## config.mk

```make
export PLATFORM = sky130hd
export DESIGN_NAME = control_sequencer
export DESIGN_NICKNAME = d
export VERILOG_FILES = /design/src/rtl/control_sequencer_pkg.sv /design/src/rtl/control_sequencer_step_counter.sv /design/src/rtl/control_sequencer.sv
export SDC_FILE = /design/constraint.sdc
export NUM_CORES = 1
export LEC_CHECK = 0
export ABC_AREA = 1
export BUFFER_PORTS_ARGS = -buffer_cell sky130_fd_sc_hd__clkbuf_2
export CAP_MARGIN = 40
export CORE_MARGIN = 2
export CORE_UTILIZATION = 45
export CTS_CLUSTER_DIAMETER = 150
export DETAILED_ROUTE_END_ITERATION = 16
export PLACE_DENSITY = 0.89
export SYNTH_ARGS = -nofsm -noshare
export SYNTH_HDL_FRONTEND = slang
export SYNTH_SLANG_ARGS = --single-unit
```

## constraint.sdc

```tcl
create_clock -name clk -period 2.8 [get_ports clk]
set_input_delay 0.14 -clock clk [delete_from_list [all_inputs] [get_ports clk]]
set_output_delay 0.14 -clock clk [all_outputs]
set_load 0.005 [all_outputs]
```

## src/rtl/control_sequencer_pkg.sv

```systemverilog
// Shared constants for the control sequencer: step width, T-states and opcodes.
package control_sequencer_pkg;

    localparam int STEP_W = 3;
    localparam int DATA_W = 8;

    typedef enum logic [STEP_W-1:0] {
        T0 = 3'd0,
        T1 = 3'd1,
        T2 = 3'd2,
        T3 = 3'd3,
        T4 = 3'd4
    } tstate_e;

    typedef enum logic [3:0] {
        OP_NOP = 4'b0000,
        OP_LDA = 4'b0001,
        OP_ADD = 4'b0010,
        OP_SUB = 4'b0011,
        OP_STA = 4'b0100,
        OP_LDI = 4'b0101,
        OP_JMP = 4'b0110,
        OP_OUT = 4'b1110,
        OP_HLT = 4'b1111
    } opcode_e;

endpackage

```

## src/rtl/control_sequencer_step_counter.sv

```systemverilog
// Mod-5 T-state counter: advances T0..T4 when enabled, holds otherwise,
// cleared asynchronously to T0.
module step_counter
    import control_sequencer_pkg::*;
(
    input  logic              clk,
    input  logic              reset,
    input  logic              enable,
    output logic [STEP_W-1:0] step
);

    tstate_e state_q;
    tstate_e state_d;

    // State register with asynchronous clear back to T0.
    always_ff @(posedge clk or posedge reset) begin
        if (reset) begin
            state_q <= T0;
        end else begin
            state_q <= state_d;
        end
    end

    // Next state: wrap after T4, hold whenever not enabled.
    always_comb begin
        state_d = state_q;
        if (enable) begin
            case (state_q)
                T0:      state_d = T1;
                T1:      state_d = T2;
                T2:      state_d = T3;
                T3:      state_d = T4;
                default: state_d = T0;
            endcase
        end
    end

    assign step = state_q;

endmodule

```

## src/rtl/control_sequencer.sv

```systemverilog
// Microcode-style control sequencer: owns the instruction register and halt
// flag, and decodes (step, IR, halted) into active-low bus/register controls.
module control_sequencer
    import control_sequencer_pkg::*;
(
    input  logic              clk,
    input  logic              reset,
    input  logic              run,
    input  logic [DATA_W-1:0] bus_in,
    output logic [DATA_W-1:0] ir_bus_out,
    output logic              ir_bus_enable_n,
    output logic              reg_a_load_n,
    output logic              reg_a_bus_enable_n,
    output logic              reg_b_load_n,
    output logic              alu_enable_n,
    output logic              alu_subtract,
    output logic              ram_bus_enable_n,
    output logic              ram_write_enable_n,
    output logic              ram_load_mar_reg_n,
    output logic              program_counter_enable,
    output logic              jump_n,
    output logic              program_counter_bus_enable_n,
    output logic              out_load_n,
    output logic              halted,
    output logic [STEP_W-1:0] step,
    output logic [3:0]        opcode
);

    logic [DATA_W-1:0] ir_q;
    logic              halted_q;
    logic [STEP_W-1:0] step_q;
    logic              advance;

    // Once halted the counter freezes; it then sits at T3 because the halt
    // flag and the T2->T3 transition share the same edge.
    assign advance = run & ~halted_q;

    step_counter u_step_counter (
        .clk    (clk),
        .reset  (reset),
        .enable (advance),
        .step   (step_q)
    );

    // Instruction register: captures the fetched word on the edge ending T1.
    always_ff @(posedge clk or posedge reset) begin
        if (reset) begin
            ir_q <= '0;
        end else if (advance && (step_q == T1)) begin
            ir_q <= bus_in;
        end
    end

    // Halt flag: set on the edge ending T2 of HLT, cleared only by reset.
    always_ff @(posedge clk or posedge reset) begin
        if (reset) begin
            halted_q <= 1'b0;
        end else if (advance && (step_q == T2) && (ir_q[7:4] == OP_HLT)) begin
            halted_q <= 1'b1;
        end
    end

    // Control decode; reset is included so the T0 decode cannot leak out
    // while reset is still asserted.
    always_comb begin
        ir_bus_enable_n              = 1'b1;
        reg_a_load_n                 = 1'b1;
        reg_a_bus_enable_n           = 1'b1;
        reg_b_load_n                 = 1'b1;
        alu_enable_n                 = 1'b1;
        alu_subtract                 = 1'b0;
        ram_bus_enable_n             = 1'b1;
        ram_write_enable_n           = 1'b1;
        ram_load_mar_reg_n           = 1'b1;
        program_counter_enable       = 1'b0;
        jump_n                       = 1'b1;
        program_counter_bus_enable_n = 1'b1;
        out_load_n                   = 1'b1;
        if (!reset && !halted_q) begin
            case (step_q)
                T0: begin
                    program_counter_bus_enable_n = 1'b0;
                    ram_load_mar_reg_n           = 1'b0;
                end
                T1: begin
                    ram_bus_enable_n       = 1'b0;
                    program_counter_enable = 1'b1;
                end
                T2: begin
                    case (ir_q[7:4])
                        OP_LDA, OP_ADD, OP_SUB, OP_STA: begin
                            ir_bus_enable_n    = 1'b0;
                            ram_load_mar_reg_n = 1'b0;
                        end
                        OP_LDI: begin
                            ir_bus_enable_n = 1'b0;
                            reg_a_load_n    = 1'b0;
                        end
                        OP_JMP: begin
                            ir_bus_enable_n = 1'b0;
                            jump_n          = 1'b0;
                        end
                        OP_OUT: begin
                            reg_a_bus_enable_n = 1'b0;
                            out_load_n         = 1'b0;
                        end
                        default: ;
                    endcase
                end
                T3: begin
                    case (ir_q[7:4])
                        OP_LDA: begin
                            ram_bus_enable_n = 1'b0;
                            reg_a_load_n     = 1'b0;
                        end
                        OP_ADD, OP_SUB: begin
                            ram_bus_enable_n = 1'b0;
                            reg_b_load_n     = 1'b0;
                        end
                        OP_STA: begin
                            reg_a_bus_enable_n = 1'b0;
                            ram_write_enable_n = 1'b0;
                        end
                        default: ;
                    endcase
                end
                T4: begin
                    if ((ir_q[7:4] == OP_ADD) || (ir_q[7:4] == OP_SUB)) begin
                        alu_enable_n = 1'b0;
                        reg_a_load_n = 1'b0;
                        alu_subtract = (ir_q[7:4] == OP_SUB);
                    end
                end
                default: ;
            endcase
        end
    end

    assign ir_bus_out = {4'b0000, ir_q[3:0]};
    assign halted     = halted_q;
    assign step       = step_q;
    assign opcode     = ir_q[7:4];

endmodule

```

**Yosys cells after proc, flatten, opt, wreduce, memory -nomap -nowiden**

Cells that the tools add are included.

- Output and inout bits: 29
- Bits of input ports: 11
- Register bits after elaboration: 12

- Reduce and logical (&&, ||, !) cells: 12
- Bitwise gates (word level): 2
- Muxes and demuxes: 38
- Eq/ne operators: 12

Operators by type and width:

| operator | count |
|---|---|
| 2-to-1 mux 1 bit | 33 |
| equality test 4 x 3 -> 1 bit (second input constant) | 3 |
| one-hot mux 3 bit (4 select lines) | 1 |
| equality test 4 x 2 -> 1 bit (second input constant) | 2 |
| equality test 4 bit (second input constant) | 2 |
| equality test 3 x 2 -> 1 bit (second input constant) | 2 |
| one-hot mux 1 bit (2 select lines) | 3 |
| OR reduction 6 bit | 1 |
| equality test 4 x 1 -> 1 bit (second input constant) | 1 |
| logical AND 1 bit | 4 |
| OR reduction 4 bit | 1 |
| equality test 3 x 1 -> 1 bit (second input constant) | 1 |
| equality test 3 bit (second input constant) | 1 |
| zero test 3 bit | 1 |
| one-hot mux 1 bit (3 select lines) | 1 |
| OR reduction 3 bit | 1 |
| zero test 1 bit | 2 |
| OR reduction 2 bit | 1 |
| bitwise AND 1 bit | 1 |
| logical OR 1 bit | 1 |
| inverter 1 bit | 1 |

**Logic depth before layout (Yosys ltp)**

Gate-level depths: netlist of run 1.

- Depth in word-level cells: 5
- Gate-level depth with buffers: 6
- Gate-level depth less buffers: 6

**By module**

A second synthesis of run 1 with hierarchy kept.

- Cells, all modules: 122
- Area, all modules: 805.8 um2

By module, submodules not included:

| module | sequential area each (um2) | area an instance (um2) | instances | cells an instance |
|---|---|---|---|---|
| control_sequencer | 225.2 | 666.9 | 1 | 104 |
| step_counter | 75.1 | 138.9 | 1 | 18 |

**Least setup slack after synthesis of run 1**

OpenSTA, ideal clock, no wires.

- Path kind: reg2reg
- Start point: reg u_step_counter.state_q[1], in the netlist u_step_counter.step[1]
- End point: reg ir_q[7]
- Slack: 1.620 ns
- Period minus slack after synthesis: 1.180 ns
- Library setup time: 0.117 ns
- Data arrival time: 1.063 ns
- Cell stages (with the launch flop): 6
- Cell sequence: dfrtp_1 buf_6 nor3_4 nand2_4 nand2_1 nand2_1

- Cells in the longest elaborated chain, start to end: 2

Ends and longest elaborated chain:

| element | line | text |
|---|---|---|
| from (decl) | control_sequencer_step_counter.sv:12 | `tstate_e state_q;` |
| from (signal assigned) | control_sequencer_step_counter.sv:20 | `state_q <= state_d;` |
| equality test 3 x 1 -> 1 bit | control_sequencer.sv:49 | `end else if (advance && (step_q == T1)) begin` |
| logical AND 1 bit | control_sequencer.sv:49 |  |
| to (signal assigned) | control_sequencer.sv:50 | `ir_q <= bus_in;` |
| to (decl) | control_sequencer.sv:29 | `logic [DATA_W-1:0] ir_q;` |

Every way passes these cells.
A chain may end at the register's enable or synchronous reset.

**Final worst setup path of run 1**

- Start point: reg u_step_counter.state_q[1], in the netlist u_step_counter.step[1]
- End point: out ram_write_enable_n

- Cells in the longest elaborated chain, start to end: 3

Ends and longest elaborated chain:

| element | line | text |
|---|---|---|
| equality test 3 x 2 -> 1 bit | control_sequencer.sv:80 | `case (step_q)` |
| 2-to-1 mux 1 bit | control_sequencer.sv:80 |  |
| 2-to-1 mux 1 bit | control_sequencer.sv:79 | `if (!reset && !halted_q) begin` |
| to (decl) | control_sequencer.sv:18 | `output logic ram_write_enable_n,` |

Every way passes these cells.

==> results of run 1 <==
placed cells by master (no fill, tap or decap), drive strengths merged:
| cell | n |
|---|---|
| nand2 | 40 |
| clkbuf | 39 |
| inv | 15 |
| nand3 | 14 |
| nor2 | 14 |
| dfrtp | 12 |
| o21ai | 5 |
| a21oi | 4 |
| conb | 4 |
| nor3 | 1 |
| nand3b | 1 |
| nor4 | 1 |
| nand4 | 1 |
| dlygate4sd3 | 1 |
repair_timing:
item,4_1_cts,5_1_grt
endpoints found under the setup margin,0,0
endpoints found under the hold margin,12,0
hold buffers,1,0
registers in the layout, indices dropped and copies added, names as in the netlist:
signal,count
ir_q,8
u_step_counter.step,3
halted,1
worst max-delay path, stage by stage, from the launching register on:
cell,delay (ns)
dfrtp_1,0.55
nand2_1,0.09
nor2_1,0.18
inv_1,0.08
nor2_1,0.13
nand4_1,0.12
clkbuf_2,0.14
stage by stage:
step	total power, mW	instance area, sq um
floorplan	0.185	779
global placement	0.188	928
detailed placement	0.189	928
CTS	0.332	975
global route	0.342	975
finish	0.335	975
area by class of cell:
class                           instances  area [sq um]
Fill cell                             149           584
Multi-Input combinational cell         85           377
Tap cell                               16          20.0
Inverter                               15          56.3
Sequential cell                        12           300
Timing Repair Buffer                   36           185
Clock buffer                            4          36.3
logic make-up (layout without fill, tap and decap cells):
group	Yosys count	after routing	share of synthesized area (%)
other	1	4	0.488
buffers and inverters	21	55	13.4
DFF	12	12	39.1
AOI/OAI and AO/OA	9	9	5.86
and+or+nand+nor	72	72	41.2
metal layers:
layer | part of all wire (%) | vias to the layer above | routed length [um]
met5 | 0 | - | 0
met4 | 1.0 | 0 | 19
met3 | 7.5 | 4 | 144
met2 | 48 | 47 | 908
met1 | 44 | 369 | 837
li1 | - | 424 | -
path summary, 6_finish.rpt:
check,endpoint,cells past startpoint,slack (ns)
worst max-delay path,ram_write_enable_n,6,1.08
worst min-delay path,ir_q[2]$_DFFE_PP0P_,3,0.07
worst max register to register,ir_q[7]$_DFFE_PP0P_,4,1.46
worst min register to register,ir_q[2]$_DFFE_PP0P_,2,0.48
max in group asynchronous,ir_q[3]$_DFFE_PP0P_,3,2.09
min in group asynchronous,u_step_counter.step[1]$_DFFE_PP0P_,3,0.40
where the power goes:
group	internal, mW	switching (mW)
combinational	0.00592	0.00685
sequential	0.173	0
clock	0.0793	0.0700
==> flow_metrics.py, run 1 <==
metrics = {
    "outcome": {
        "status": "finished, final reports clean",
    },
    "synthesis": {
        "netlist.area_leader.share_pct": 39.1,
        "synth.area.top_cells": "dfrtp_1, nand2_1, nand3_1",
        "yosys.area.top_type": "dfrtp_1",
        "ys_top_cells_by_count": "nand2_1, inv_1, nand3_1, nor2_1, dfrtp_1",
        "synth-seq-cells": 12,
        "ys_warn_count": 0,
        "syn_avg_cell_area_sq_um": 6.68,
        "synth_cells": 115,
        "synth_cell_type_count": 16,
        "synth_area_sq_um": 768,
        "synth-seq-area-share_pct": 39.1,
        "synthFlopType": "dfrtp_1",
        "synth.most_common_cell": "nand2_1",
        "synth_edf_count": 0,
        "async_flop_share_pct": 100,
    },
    "global_route": {
        "top_usage_layer": "met2",
        "globalRouteMet2Util_pct": 34.6,
        "grt_pass1_wl_mm": 3.13,
        "met1_usage_pct": 27.8,
        "use_met3_pct": 4.00,
        "antenna_found_initial": 0,
        "overflow": 0,
        "grt_usage_pct": 20.9,
        "grt_pass1_vias": 753,
        "grt_max_degree": 13,
    },
    "setup_path": {
        "worstSetupPathType": "reg2out",
        "worst_setup_path_start_kind": "flip-flop",
        "crit_start": "u_step_counter.step[1]$_DFFE_PP0P_",
        "end_kind": "primary output",
        "crit_arrival_ns": 1.58,
        "required_ns": 2.66,
        "cp_max_fo": 9,
        "reg2reg_from": "u_step_counter.step[1]$_DFFE_PP0P_",
    },
    "floorplanning": {
        "core-area_sq_um": 1560,
        "io_pins": 40,
        "die_h_um": 45.3,
        "dieArea_sq_um": 2050,
        "start_util_pct": 49.3,
        "rows": 14,
        "chipWidth_um": 45.3,
    },
    "run": {
        "max-cap-violations": 0,
    },
    "route": {
        "finalWirelength_mm": 1.91,
        "wl_per_cell_um": 11.4,
        "drt_iter0_drc": 33,
        "firstDrtPassIters": 4,
        "via_per_inst": 5.02,
        "drc": 0,
        "vias": 844,
        "ant_nets": 0,
    },
    "final_layout": {
        "fin_util_pct": 62.5,
        "diodes": 0,
        "syn_to_final_growth_pct": 26.9,
        "drive_above_1_share_pct": 27.0,
        "instances_no_fill": 168,
        "num-nets-final": 164,
    },
    "sta": {
        "setup_viol": 0,
        "min_period_ns": 1.72,
        "hold_violations": 0,
        "setup_ws_ns": 1.08,
        "hold_slack_ns": 0.0730,
        "finClkSkew_ns": 0.00200,
        "max_freq_mhz": 582,
        "post-route-period-util_pct": 61.3,
        "fin_setup_tns_ns": 0,
        "slew_viol_final": 0,
        "rsz0062_at_grt": "false",
    },
    "min_path": {
        "hp-start": "bus_in[2]",
        "hold_class": "in2reg",
    },
    "power_and_ir_drop": {
        "vdd_drop_max_mv": 0.244,
        "power_density_nw_per_um2": 344,
        "p_leak_nw": 0.586,
    },
    "clock_tree": {
        "htreeDepth": 1,
        "clock_sinks": 12,
        "clk_pin_slew_ns": 0.09,
        "clk_latency_ns": 0.29,
        "cts_setup_buffers": 0,
        "tritoncts": "yes",
        "post_cts_resized": 0,
        "cts-root-buf": "clkbuf_4",
        "numCtsBuffers": 3,
        "cts_buffer_depth": 2,
    },
    "placed_design": {
        "dp.final_hpwl_mm": 1.47,
        "dp_slack_ns": 1.43,
        "io_buffers": 35,
        "place_inst": 163,
        "gp_congestion": 0.887,
    },
}
No activity file was read; power rests on OpenSTA's default activity.
==> run 2: changes to the inputs <==
Settings changed: CORE_UTILIZATION 45 to 43, PLACE_DENSITY 0.89 to 0.86.
Clock period 2.8 ns to 1.7 ns, I/O delays scaled along.
==> run 2 against run 1 <==
Setup slack worse by 1.0 ns. Combinational power rose by 65%. Die area up 4.2%. Clock skew fell by 0.0011 ns. Hold slack got worse by 0.029 ns. Critical path type is now in2out. Critical endpoint is now program_counter_enable. Largest cell class unchanged. Largest power group unchanged. Highest routed layer unchanged.
==> flow_metrics.py, run 2 (synthesis results as in run 1) <==
metrics = {
    "outcome": {
        "status": "finished, final reports clean",
    },
    "setup_path": {
        "path_cells": "dlygate4sd3_1 -> clkbuf_2 -> nor2_2 -> inv_1 -> nor4_1 -> clkbuf_2",
        "cp_max_fo": 4,
        "cp_slowest_cell": "dlygate4sd3_1",
        "worstSetupPathType": "in2out",
        "cpPeakStageDelay_ns": 0.53,
        "critPathBufInv": 4,
        "end_kind": "primary output",
        "worst_setup_path_start_kind": "primary input",
        "critical-path-top-delay-family": "buffers and inverters",
        "required_ns": 1.62,
        "cp_common_cell": "clkbuf_2",
        "crit_arrival_ns": 1.54,
    },
    "floorplanning": {
        "io_pins": 40,
        "chipWidth_um": 46.3,
        "rows": 15,
        "dieArea_sq_um": 2140,
        "start_util_pct": 45.0,
        "die_h_um": 46.3,
        "core-area_sq_um": 1710,
    },
    "sta": {
        "setup_ws_ns": 0.0708,
        "finClkSkew_ns": 0.000858,
        "post-route-period-util_pct": 95.8,
        "min_period_ns": 1.63,
        "hold_slack_ns": 0.0441,
        "fin_setup_tns_ns": 0,
        "rsz0062_at_grt": "false",
        "hold_violations": 0,
        "setup_viol": 0,
        "slew_viol_final": 0,
        "max_freq_mhz": 614,
    },
    "route": {
        "ant_nets": 0,
        "via_per_inst": 4.90,
        "finalWirelength_mm": 1.90,
        "wl_per_cell_um": 10.7,
        "firstDrtPassIters": 4,
        "drc": 0,
        "drt_iter0_drc": 49,
        "vias": 867,
    },
    "power_and_ir_drop": {
        "seqPwrFrac_pct": 54.0,
        "power_mw": 0.528,
        "p_leak_nw": 0.585,
        "p_int_mw": 0.425,
        "power_density_nw_per_um2": 532,
        "clockPowerShare_pct": 42.0,
        "switching_share_pct": 19.5,
        "p_switching_mw": 0.103,
        "combPwrFrac_pct": 4.0,
        "vdd_drop_max_mv": 0.505,
    },
    "min_path": {
        "hold_class": "in2reg",
    },
    "clock_tree": {
        "htreeDepth": 1,
        "cts_setup_buffers": 0,
        "clk_pin_slew_ns": 0.07,
        "cts-root-buf": "clkbuf_4",
        "clock_sinks": 12,
        "cts_buffer_depth": 2,
        "tritoncts": "yes",
        "numCtsBuffers": 3,
        "clk_latency_ns": 0.27,
    },
    "global_route": {
        "grt_max_degree": 13,
        "overflow": 0,
        "globalRouteMet2Util_pct": 30.0,
        "use_met3_pct": 6.27,
        "grt_pass1_wl_mm": 3.02,
        "grt_pass1_vias": 731,
        "met1_usage_pct": 26.4,
        "antenna_found_initial": 0,
        "top_usage_layer": "met2",
        "grt_usage_pct": 19.6,
    },
    "final_layout": {
        "largest_reg_flops": 8,
        "syn_to_final_growth_pct": 29.2,
        "max_flop_register": "ir_q",
        "num-nets-final": 164,
        "fillers": 174,
        "layout_common_cells": "nand2_1, clkbuf_2, inv_1, nand3_1, nor2_1",
        "drive_above_1_share_pct": 28.9,
        "final_common_cell": "nand2_1",
        "diodes": 0,
    },
    "placed_design": {
        "dp.final_hpwl_mm": 1.52,
        "io_buffers": 35,
        "gp_congestion": 0.896,
        "dp_slack_ns": 0.369,
    },
    "run": {
        "max-cap-violations": 0,
    },
}
[run 2: worst register-to-register path, stage by stage (launching register included)]
cell and delay [ns]:
dfrtp_1 0.41, inv_1 0.08, nand2_1 0.07, inv_1 0.31
nand3b_1 0.17, o21ai_0 0.19
[run 2: worst paths after layout]
kind                                     start                                 end  slack, ns  cells after the start
setup reg to reg            halted$_DFFE_PP0P_                  halted$_DFFE_PP0P_       0.39                      5
min in group asynchronous                reset                  halted$_DFFE_PP0P_       0.37                      3
hold reg to reg            ir_q[3]$_DFFE_PP0P_                 ir_q[3]$_DFFE_PP0P_       0.48                      2
hold / removal                       bus_in[5]                 ir_q[5]$_DFFE_PP0P_       0.04                      3
max in group asynchronous                reset  u_step_counter.step[1]$_DFFE_PP0P_       0.99                      3
setup / recovery                         reset              program_counter_enable       0.07                      6
[run 2: layout make-up]
type / instances / area [sq um] / area share (%)
Timing Repair Buffer: 36 / 185 / 18.7
Tap cell: 25 / 31.3 / 3.15
Clock buffer: 4 / 36.3 / 3.66
Inverter: 15 / 56.3 / 5.67
Sequential cell: 12 / 302 / 30.4
Multi-Input combinational cell: 85 / 382 / 38.5
[run 2: power by group through the flow]
stage,Sequential [mW],Clock [mW],Combinational (mW)
2_1_floorplan,0.291,0,0.0131
3_5_place_dp,0.291,0,0.0194
6_report,0.285,0.222,0.0211
3_3_place_gp,0.291,0,0.0193
4_1_cts,0.285,0.227,0.0212
5_1_grt,0.285,0.241,0.0245
[run 2: repair_timing]
item,CTS,global route
hold buffers,1,0
resized for setup,0,3
hold endpoints to repair,12,0
endpoints found under the setup margin,0,4
[run 2: routing by layer]
layer	part of all wire [%]	routed length, um
met5	0	0
met4	1.1	20
met3	7.7	147
met2	49	935
met1	42	793
[run 2: through the flow]
step	cell area (sq um)	utilization [%]	instances
floorplan	779	-	118
global placement	940	55.0	172
detailed placement	940	55.0	172
CTS	986	57.7	177
global route	992	58.1	177
finish	992	58.1	177
